<file path="src/rtl/enigma_pkg.sv">
// enigma_pkg: symbol constants, legality check and controller state encoding
// shared by the message controller and its output FIFO.
package enigma_pkg;
    localparam int SYMB_W   = 7;
    localparam int SYMB_MIN = 1;
    localparam int SYMB_MAX = 26;

    typedef enum logic [2:0] {IDLE, CRST, RUN, DRAIN, DONE} ctrl_state_t;

    function automatic logic symb_legal(input logic [SYMB_W-1:0] s);
        return (s >= SYMB_W'(SYMB_MIN)) && (s <= SYMB_W'(SYMB_MAX));
    endfunction
endpackage

</file>
<file path="src/rtl/enigma_ctrl_fifo.sv">
// enigma_ctrl_fifo: synchronous symbol FIFO with occupancy count; head reads as 0 when empty.
module enigma_ctrl_fifo
    import enigma_pkg::*;
#(
    parameter int DEPTH = 4,
    localparam int AW = $clog2(DEPTH)
) (
    input  logic              clk_i,
    input  logic              rst_i,
    input  logic              wr_en,
    input  logic [SYMB_W-1:0] wr_data,
    input  logic              rd_en,
    output logic [SYMB_W-1:0] rd_data,
    output logic              empty,
    output logic [AW:0]       count
);
    logic [SYMB_W-1:0] mem [DEPTH];
    logic [AW-1:0]     wr_ptr, rd_ptr;

    always_ff @(posedge clk_i or negedge rst_i) begin
        if (!rst_i) begin
            wr_ptr <= '0;
            rd_ptr <= '0;
            count  <= '0;
        end else begin
            if (wr_en) wr_ptr <= wr_ptr + AW'(1);
            if (rd_en) rd_ptr <= rd_ptr + AW'(1);
            count <= count + {{AW{1'b0}}, wr_en} - {{AW{1'b0}}, rd_en};
        end
    end

    always_ff @(posedge clk_i) begin
        if (wr_en) mem[wr_ptr] <= wr_data;
    end

    assign empty   = count == '0;
    assign rd_data = empty ? '0 : mem[rd_ptr];
endmodule

</file>
<file path="src/rtl/enigma_msg_ctrl.sv">
// enigma_msg_ctrl: re-initialises an enigma_1 core, streams a message into it and buffers ciphertext.
// Defining ENIGMA_CTRL_STATS_EN adds drop_cnt_o, the per-message count of dropped illegal symbols.
module enigma_msg_ctrl
    import enigma_pkg::*;
#(
    parameter int LEN_W     = 8,
    parameter int OUT_DEPTH = 4
) (
    input  logic              clk_i,
    input  logic              rst_i,
    input  logic              start_i,
    input  logic [LEN_W-1:0]  msg_len_i,
    input  logic              s_valid_i,
    input  logic [SYMB_W-1:0] s_symb_i,
    output logic              s_ready_o,
    output logic              m_valid_o,
    output logic [SYMB_W-1:0] m_symb_o,
    input  logic              m_ready_i,
    output logic              core_rst_n_o,
    output logic [SYMB_W-1:0] core_symb_o,
    input  logic [SYMB_W-1:0] core_symb_i,
    output logic              busy_o,
    output logic              done_o,
`ifdef ENIGMA_CTRL_STATS_EN
    output logic [LEN_W-1:0]  drop_cnt_o,
`endif
    output logic              err_o
);
    localparam int CW = $clog2(OUT_DEPTH);

    ctrl_state_t      state, state_nxt;
    logic [LEN_W-1:0] cnt, len;
    logic             v1, v2;
    logic [1:0]       inflight;
    logic [CW:0]      fifo_count;
    logic             fifo_empty, accept, legal, start;

    // v1: legal symbol on core_symb_o; v2: core output valid, written to the FIFO next edge
    assign inflight  = {1'b0, v1} + {1'b0, v2};
    assign legal     = symb_legal(s_symb_i);
    assign start     = (state == IDLE) && start_i;
    assign s_ready_o = (state == RUN) && (cnt != len) &&
                       (({1'b0, fifo_count} + (CW+2)'(inflight)) < (CW+2)'(OUT_DEPTH));
    assign accept    = s_valid_i && s_ready_o;
    assign m_valid_o = !fifo_empty;
    assign busy_o    = state != IDLE;
    assign done_o    = state == DONE;

    always_comb begin
        state_nxt = state;
        case (state)
            IDLE:    state_nxt = start_i ? CRST : IDLE;
            CRST:    state_nxt = RUN;
            RUN:     state_nxt = (cnt + LEN_W'(accept) == len) ? DRAIN : RUN;
            DRAIN:   state_nxt = (inflight == 2'd0 && fifo_empty) ? DONE : DRAIN;
            DONE:    state_nxt = IDLE;
            default: state_nxt = IDLE;
        endcase
    end

    always_ff @(posedge clk_i or negedge rst_i) begin
        if (!rst_i) begin
            state        <= IDLE;
            cnt          <= '0;
            len          <= '0;
            v1           <= 1'b0;
            v2           <= 1'b0;
            core_symb_o  <= '0;
            core_rst_n_o <= 1'b0;
            err_o        <= 1'b0;
        end else begin
            state        <= state_nxt;
            core_rst_n_o <= state_nxt != CRST;
            core_symb_o  <= (accept && legal) ? s_symb_i : '0;
            v1           <= accept && legal;
            v2           <= v1;
            if (start) begin
                cnt   <= '0;
                len   <= msg_len_i;
                err_o <= 1'b0;
            end else begin
                if (accept) cnt <= cnt + LEN_W'(1);
                if (accept && !legal) err_o <= 1'b1;
            end
        end
    end

`ifdef ENIGMA_CTRL_STATS_EN
    always_ff @(posedge clk_i or negedge rst_i) begin
        if (!rst_i) drop_cnt_o <= '0;
        else if (start) drop_cnt_o <= '0;
        else if (accept && !legal && drop_cnt_o != '1) drop_cnt_o <= drop_cnt_o + LEN_W'(1);
    end
`endif

    // slots for inflight symbols are reserved through s_ready_o, so writes never hit a full FIFO
    enigma_ctrl_fifo #(.DEPTH(OUT_DEPTH)) u_fifo (
        .clk_i   (clk_i),
        .rst_i   (rst_i),
        .wr_en   (v2),
        .wr_data (core_symb_i),
        .rd_en   (m_valid_o && m_ready_i),
        .rd_data (m_symb_o),
        .empty   (fifo_empty),
        .count   (fifo_count)
    );
endmodule

</file>
<file path="config.mk">
export PLATFORM = sky130hd
export DESIGN_NAME = enigma_msg_ctrl
export DESIGN_NICKNAME = d
export VERILOG_FILES = /design/src/rtl/enigma_pkg.sv /design/src/rtl/enigma_ctrl_fifo.sv /design/src/rtl/enigma_msg_ctrl.sv
export SDC_FILE = /design/constraint.sdc
export NUM_CORES = 1
export LEC_CHECK = 0
export BUFFER_PORTS_ARGS = -buffer_cell sky130_fd_sc_hd__buf_2
export CAP_MARGIN = 20
export CORE_ASPECT_RATIO = 1.75
export CORE_MARGIN = 1
export CORE_UTILIZATION = 34
export CTS_CLUSTER_SIZE = 28
export DETAILED_ROUTE_END_ITERATION = 10
export HOLD_SLACK_MARGIN = 0.02
export PLACE_DENSITY_LB_ADDON = 0.1
export REMOVE_ABC_BUFFERS = 1
export SETUP_SLACK_MARGIN = 0.4
export SLEW_MARGIN = 20
export SYNTH_ARGS = -nofsm -noshare
export SYNTH_HDL_FRONTEND = slang
export SYNTH_SLANG_ARGS = --single-unit
</file>
<file path="constraint.sdc">
create_clock -name clk_i -period 2.45 [get_ports clk_i]
set_input_delay 0.245 -clock clk_i [delete_from_list [all_inputs] [get_ports clk_i]]
set_output_delay 0.245 -clock clk_i [all_outputs]
set_load 0.005 [all_outputs]
</file>
==> impl_metrics.json <==
{
  "run_status": "complete, but fails checks",
  "violations_in_the_final_reports": "setup timing",
  "synth_area_leader_cell": "sky130_fd_sc_hd__dfrtp_1",
  "total_leakage_power_nw": 1.77,
  "setup.worst_path.end_class": "register",
  "placed_area_sq_um": 3570,
  "postSynthRegisterBits": 65,
  "final_worst_clock_skew_ns": 0.00340,
  "gr-usage-all-layers": 0.153,
  "timing.max_slew.rel_slack": 0.448,
  "cp_num_buf_inv": 2,
  "totalWireLength_mm": 6.25,
  "clock_tree.htree_level_count": 3,
  "antenna_found_initial": 0,
  "cts_hold_buffers": 0,
  "period_share": 1.00,
  "origin_of_the_critical_flop_to_flop_path": "v2",
  "top_signal_layer_used": "met4",
  "ir_drop_mv": 0.560,
  "reg2reg_to": "state[0]",
  "synth_cell_types": 39,
  "async_flop_share": 0.569,
  "finalSetupViolations": 1,
  "grt_first_pass_wirelength_mm": 10.4,
  "grt_setup_unrepaired": "yes",
  "drv_slew": 0,
  "wl_met3_um": 175,
  "yosysSeqAreaShare": 0.578,
  "synth_area_leaders": "sky130_fd_sc_hd__dfrtp_1 (30%), sky130_fd_sc_hd__edfxtp_1 (27%), sky130_fd_sc_hd__mux4_2 (5.2%)",
  "fmaxAchievable_mhz": 407,
  "num-nets-final": 350,
  "floorplan.die.width_um": 73.7,
  "drv_cap": 0,
  "drc_errors": 0,
  "pwr_density_cell_nw_per_um2": 1140,
  "area_delta_synth_final_pct": 40.1,
  "measured_slew_at_the_worst_slew_check_pin_ns": 0.828,
  "critical_path.top_delay_family": "compound AO/OA/AOI/OAI gates",
  "drtIter0Drc": 55,
  "syn_area_per_cell_sq_um": 13.7,
  "min_path_type": "primary input to async pin",
  "vias": 1977,
  "die-height_um": 127,
  "grt_pass1_vias": 2154,
  "total_die_area_sq_um": 9400,
  "floorplan.initialDensity": 0.351,
  "first_pass_iters": 4,
  "timing.critical_path.slowest_cell_delay_ns": 0.38,
  "number_of_enable_type_register_cells_in_the_synthesized_netlist": 28,
  "wl_met1_mm": 2.22,
  "floorplan_row_count": 45,
  "tritoncts": "yes",
  "worstPathMaxFanout": 2,
  "clockBufferDepth": 2,
  "grt_start_max_net_pins": 38,
  "required_ns": 2.70,
  "worst_path_max_delay_cell": "sky130_fd_sc_hd__dfrtp_1",
  "worstSetupPathType": "register to register",
  "finish.instance_area_sq_um": 4290,
  "hold_violations": 0,
  "n_diodes": 0,
  "synth_top_cells_by_count": "sky130_fd_sc_hd__dfrtp_1 (37), sky130_fd_sc_hd__edfxtp_1 (28), sky130_fd_sc_hd__and2_1 (15), sky130_fd_sc_hd__xnor2_1 (15)",
  "yosysMostFrequentCell": "sky130_fd_sc_hd__dfrtp_1",
  "detail_route.vias_per_cell": 4.58,
  "final_layout_size_suffix_gt1_frac": 0.486,
  "cts_buffers": 9,
  "yosysWarnings": 0,
  "regToRegSetupSlack_ns": -0.005,
  "filler_cell_count": 776,
  "clkLatencyLatePin_ns": 0.33,
  "gpl.final_weighted_congestion": 0.772,
  "num_io_pins": 47,
  "clk_transition_reported_paths_ns": 0.05,
  "final_period_minus_worst_setup_slack_ns": 2.46,
  "path_cells": "buf_4, inv_2, ha_4, a311oi_4, nand3_1, a21oi_2, ha_4, ha_4, xnor2_2, nand3_1, nor3_2, nand3_1, o22ai_1",
  "timing.critical_path.from_type": "register",
  "io_buffers": 46,
  "worst_slack_ns": -0.00506,
  "tritoncts_num_sinks": 65,
  "critPathArrivalTime_ns": 2.70,
  "synth_top_area_frac": 0.303,
  "grt_remaining_overflow": 0,
  "rr_worst_depth": 13,
  "core-area_sq_um": 8730,
  "gate_count_after_technology_mapping": 224,
  "finalSetupTns_ns": -0.00506,
  "wl_per_cell_um": 14.5,
  "yosys_most_used_dff": "sky130_fd_sc_hd__dfrtp_1",
  "ant_nets": 0,
  "dp_hpwl_mm": 4.54,
  "cts_root_buffer": "sky130_fd_sc_hd__clkbuf_16",
  "post_synth_instance_area_sq_um": 3060,
  "met2WireLength_mm": 3.72
}
==> placed cells by master (no fill, tap or decap), types with 2 or more instances in the layout <==
master                      netlist  final
sky130_fd_sc_hd__xnor2_2          0      2
sky130_fd_sc_hd__nor2_1          12     12
sky130_fd_sc_hd__inv_1           12      6
sky130_fd_sc_hd__a21oi_2          1      2
sky130_fd_sc_hd__dfrtp_1         37     36
sky130_fd_sc_hd__buf_6            0     14
sky130_fd_sc_hd__xor2_1           9      9
sky130_fd_sc_hd__conb_1           1      2
sky130_fd_sc_hd__inv_2            0      4
sky130_fd_sc_hd__ha_4             0      6
sky130_fd_sc_hd__nor3_1           5      3
sky130_fd_sc_hd__buf_4            2     28
sky130_fd_sc_hd__nand3_1          4      3
sky130_fd_sc_hd__nand4_1          4      4
sky130_fd_sc_hd__mux2_2           8      8
sky130_fd_sc_hd__xnor2_1         15     13
sky130_fd_sc_hd__mux4_2           7      7
sky130_fd_sc_hd__xor2_2           2      2
sky130_fd_sc_hd__clkinv_2         0      2
sky130_fd_sc_hd__a2111oi_4        0      4
sky130_fd_sc_hd__nand2_1         10      9
sky130_fd_sc_hd__inv_4            0      2
sky130_fd_sc_hd__a21oi_1          5      4
sky130_fd_sc_hd__clkbuf_16        0      9
sky130_fd_sc_hd__edfxtp_1        28     28
sky130_fd_sc_hd__and2_1          15      7
sky130_fd_sc_hd__buf_2            4     38
sky130_fd_sc_hd__nor3b_1          2      2
sky130_fd_sc_hd__and2_4           0      8
sky130_fd_sc_hd__ha_1            12      5
sky130_fd_sc_hd__o22ai_1          2      2
sky130_fd_sc_hd__a211oi_2         1      2
sky130_fd_sc_hd__and3_1           7      6
sky130_fd_sc_hd__clkbuf_1         1      3
==> report_power, final <==
part           leakage [nW]  internal, mW  total [mW]  switching (mW)
clock network         0.138         0.780        1.20           0.421
logic                 0.921          1.17        2.09           0.925
registers             0.715          1.35        1.59           0.243
total                  1.77          3.29        4.88            1.59
==> kinds of logic after synthesis <==
logic type / synth area share
DFF: 0.578
muxes: 0.0843
xor gates and xnor gates: 0.0793
AOI/OAI and AO/OA: 0.0495
buffers and inverters: 0.0274
other: 0.00123
and+or+nand+nor: 0.125
adders and majority gates: 0.0556
==> registers in the layout (all words and copies together), names as in the netlist <==
signal / cells
cnt: 8
core_rst_n_o: 1
core_symb_o: 7
err_o: 1
len: 8
state: 3
u_fifo.count: 3
u_fifo.mem: 28
u_fifo.rd_ptr: 2
u_fifo.wr_ptr: 2
v1: 1
v2: 1
==> stage by stage <==
stage                     worst slack (ns)   util  std cells  total power, mW  hold WS [ns]
after floorplan                     -0.154      -        218             2.49       -0.0506
after global placement              -0.126  0.409        404             3.05         0.388
after detailed placement            -0.200  0.409        404             3.06         0.400
after CTS                          -0.0476  0.467        428             4.60        0.0533
after global routing                -0.187  0.491        432             5.21         0.101
final                             -0.00506  0.491        432             4.88        0.0188
==> layout make-up <==
cell class / count / area [sq um] / share of cell area
Sequential cell: 65 / 1770 / 0.412
Multi-Input combinational cell: 141 / 1470 / 0.343
Timing Repair Buffer: 81 / 573 / 0.134
Clock buffer: 12 / 236 / 0.0552
Tap cell: 117 / 146 / 0.0342
Inverter: 12 / 50.0 / 0.0117
Clock inverter: 4 / 43.8 / 0.0102
==> metal layers <==
layer | up-vias | GRT usage
met5 | - | 0
met4 | 0 | 0.0747
met3 | 9 | 0.0450
met2 | 33 | 0.279
met1 | 969 | 0.152
li1 | 966 | -
==> repair_timing <==
item                       in CTS  in global routing
setup endpoints to repair      20                 21
pin swaps                      11                 24
buffers inserted                8                  4
resized for setup              34                 33
==> how the worst max path moves through the flow <==
stage / start / to / cells past startpoint
global route: v2 / state[0] / 13
detailed placement: v1 / state[0] / 12
finish: v2 / state[0] / 13
CTS: v2 / state[0] / 12
floorplan: v2 / state[0] / 12
global placement: v1 / state[0] / 12
Note: power is estimated with default switching activity, not from simulation.
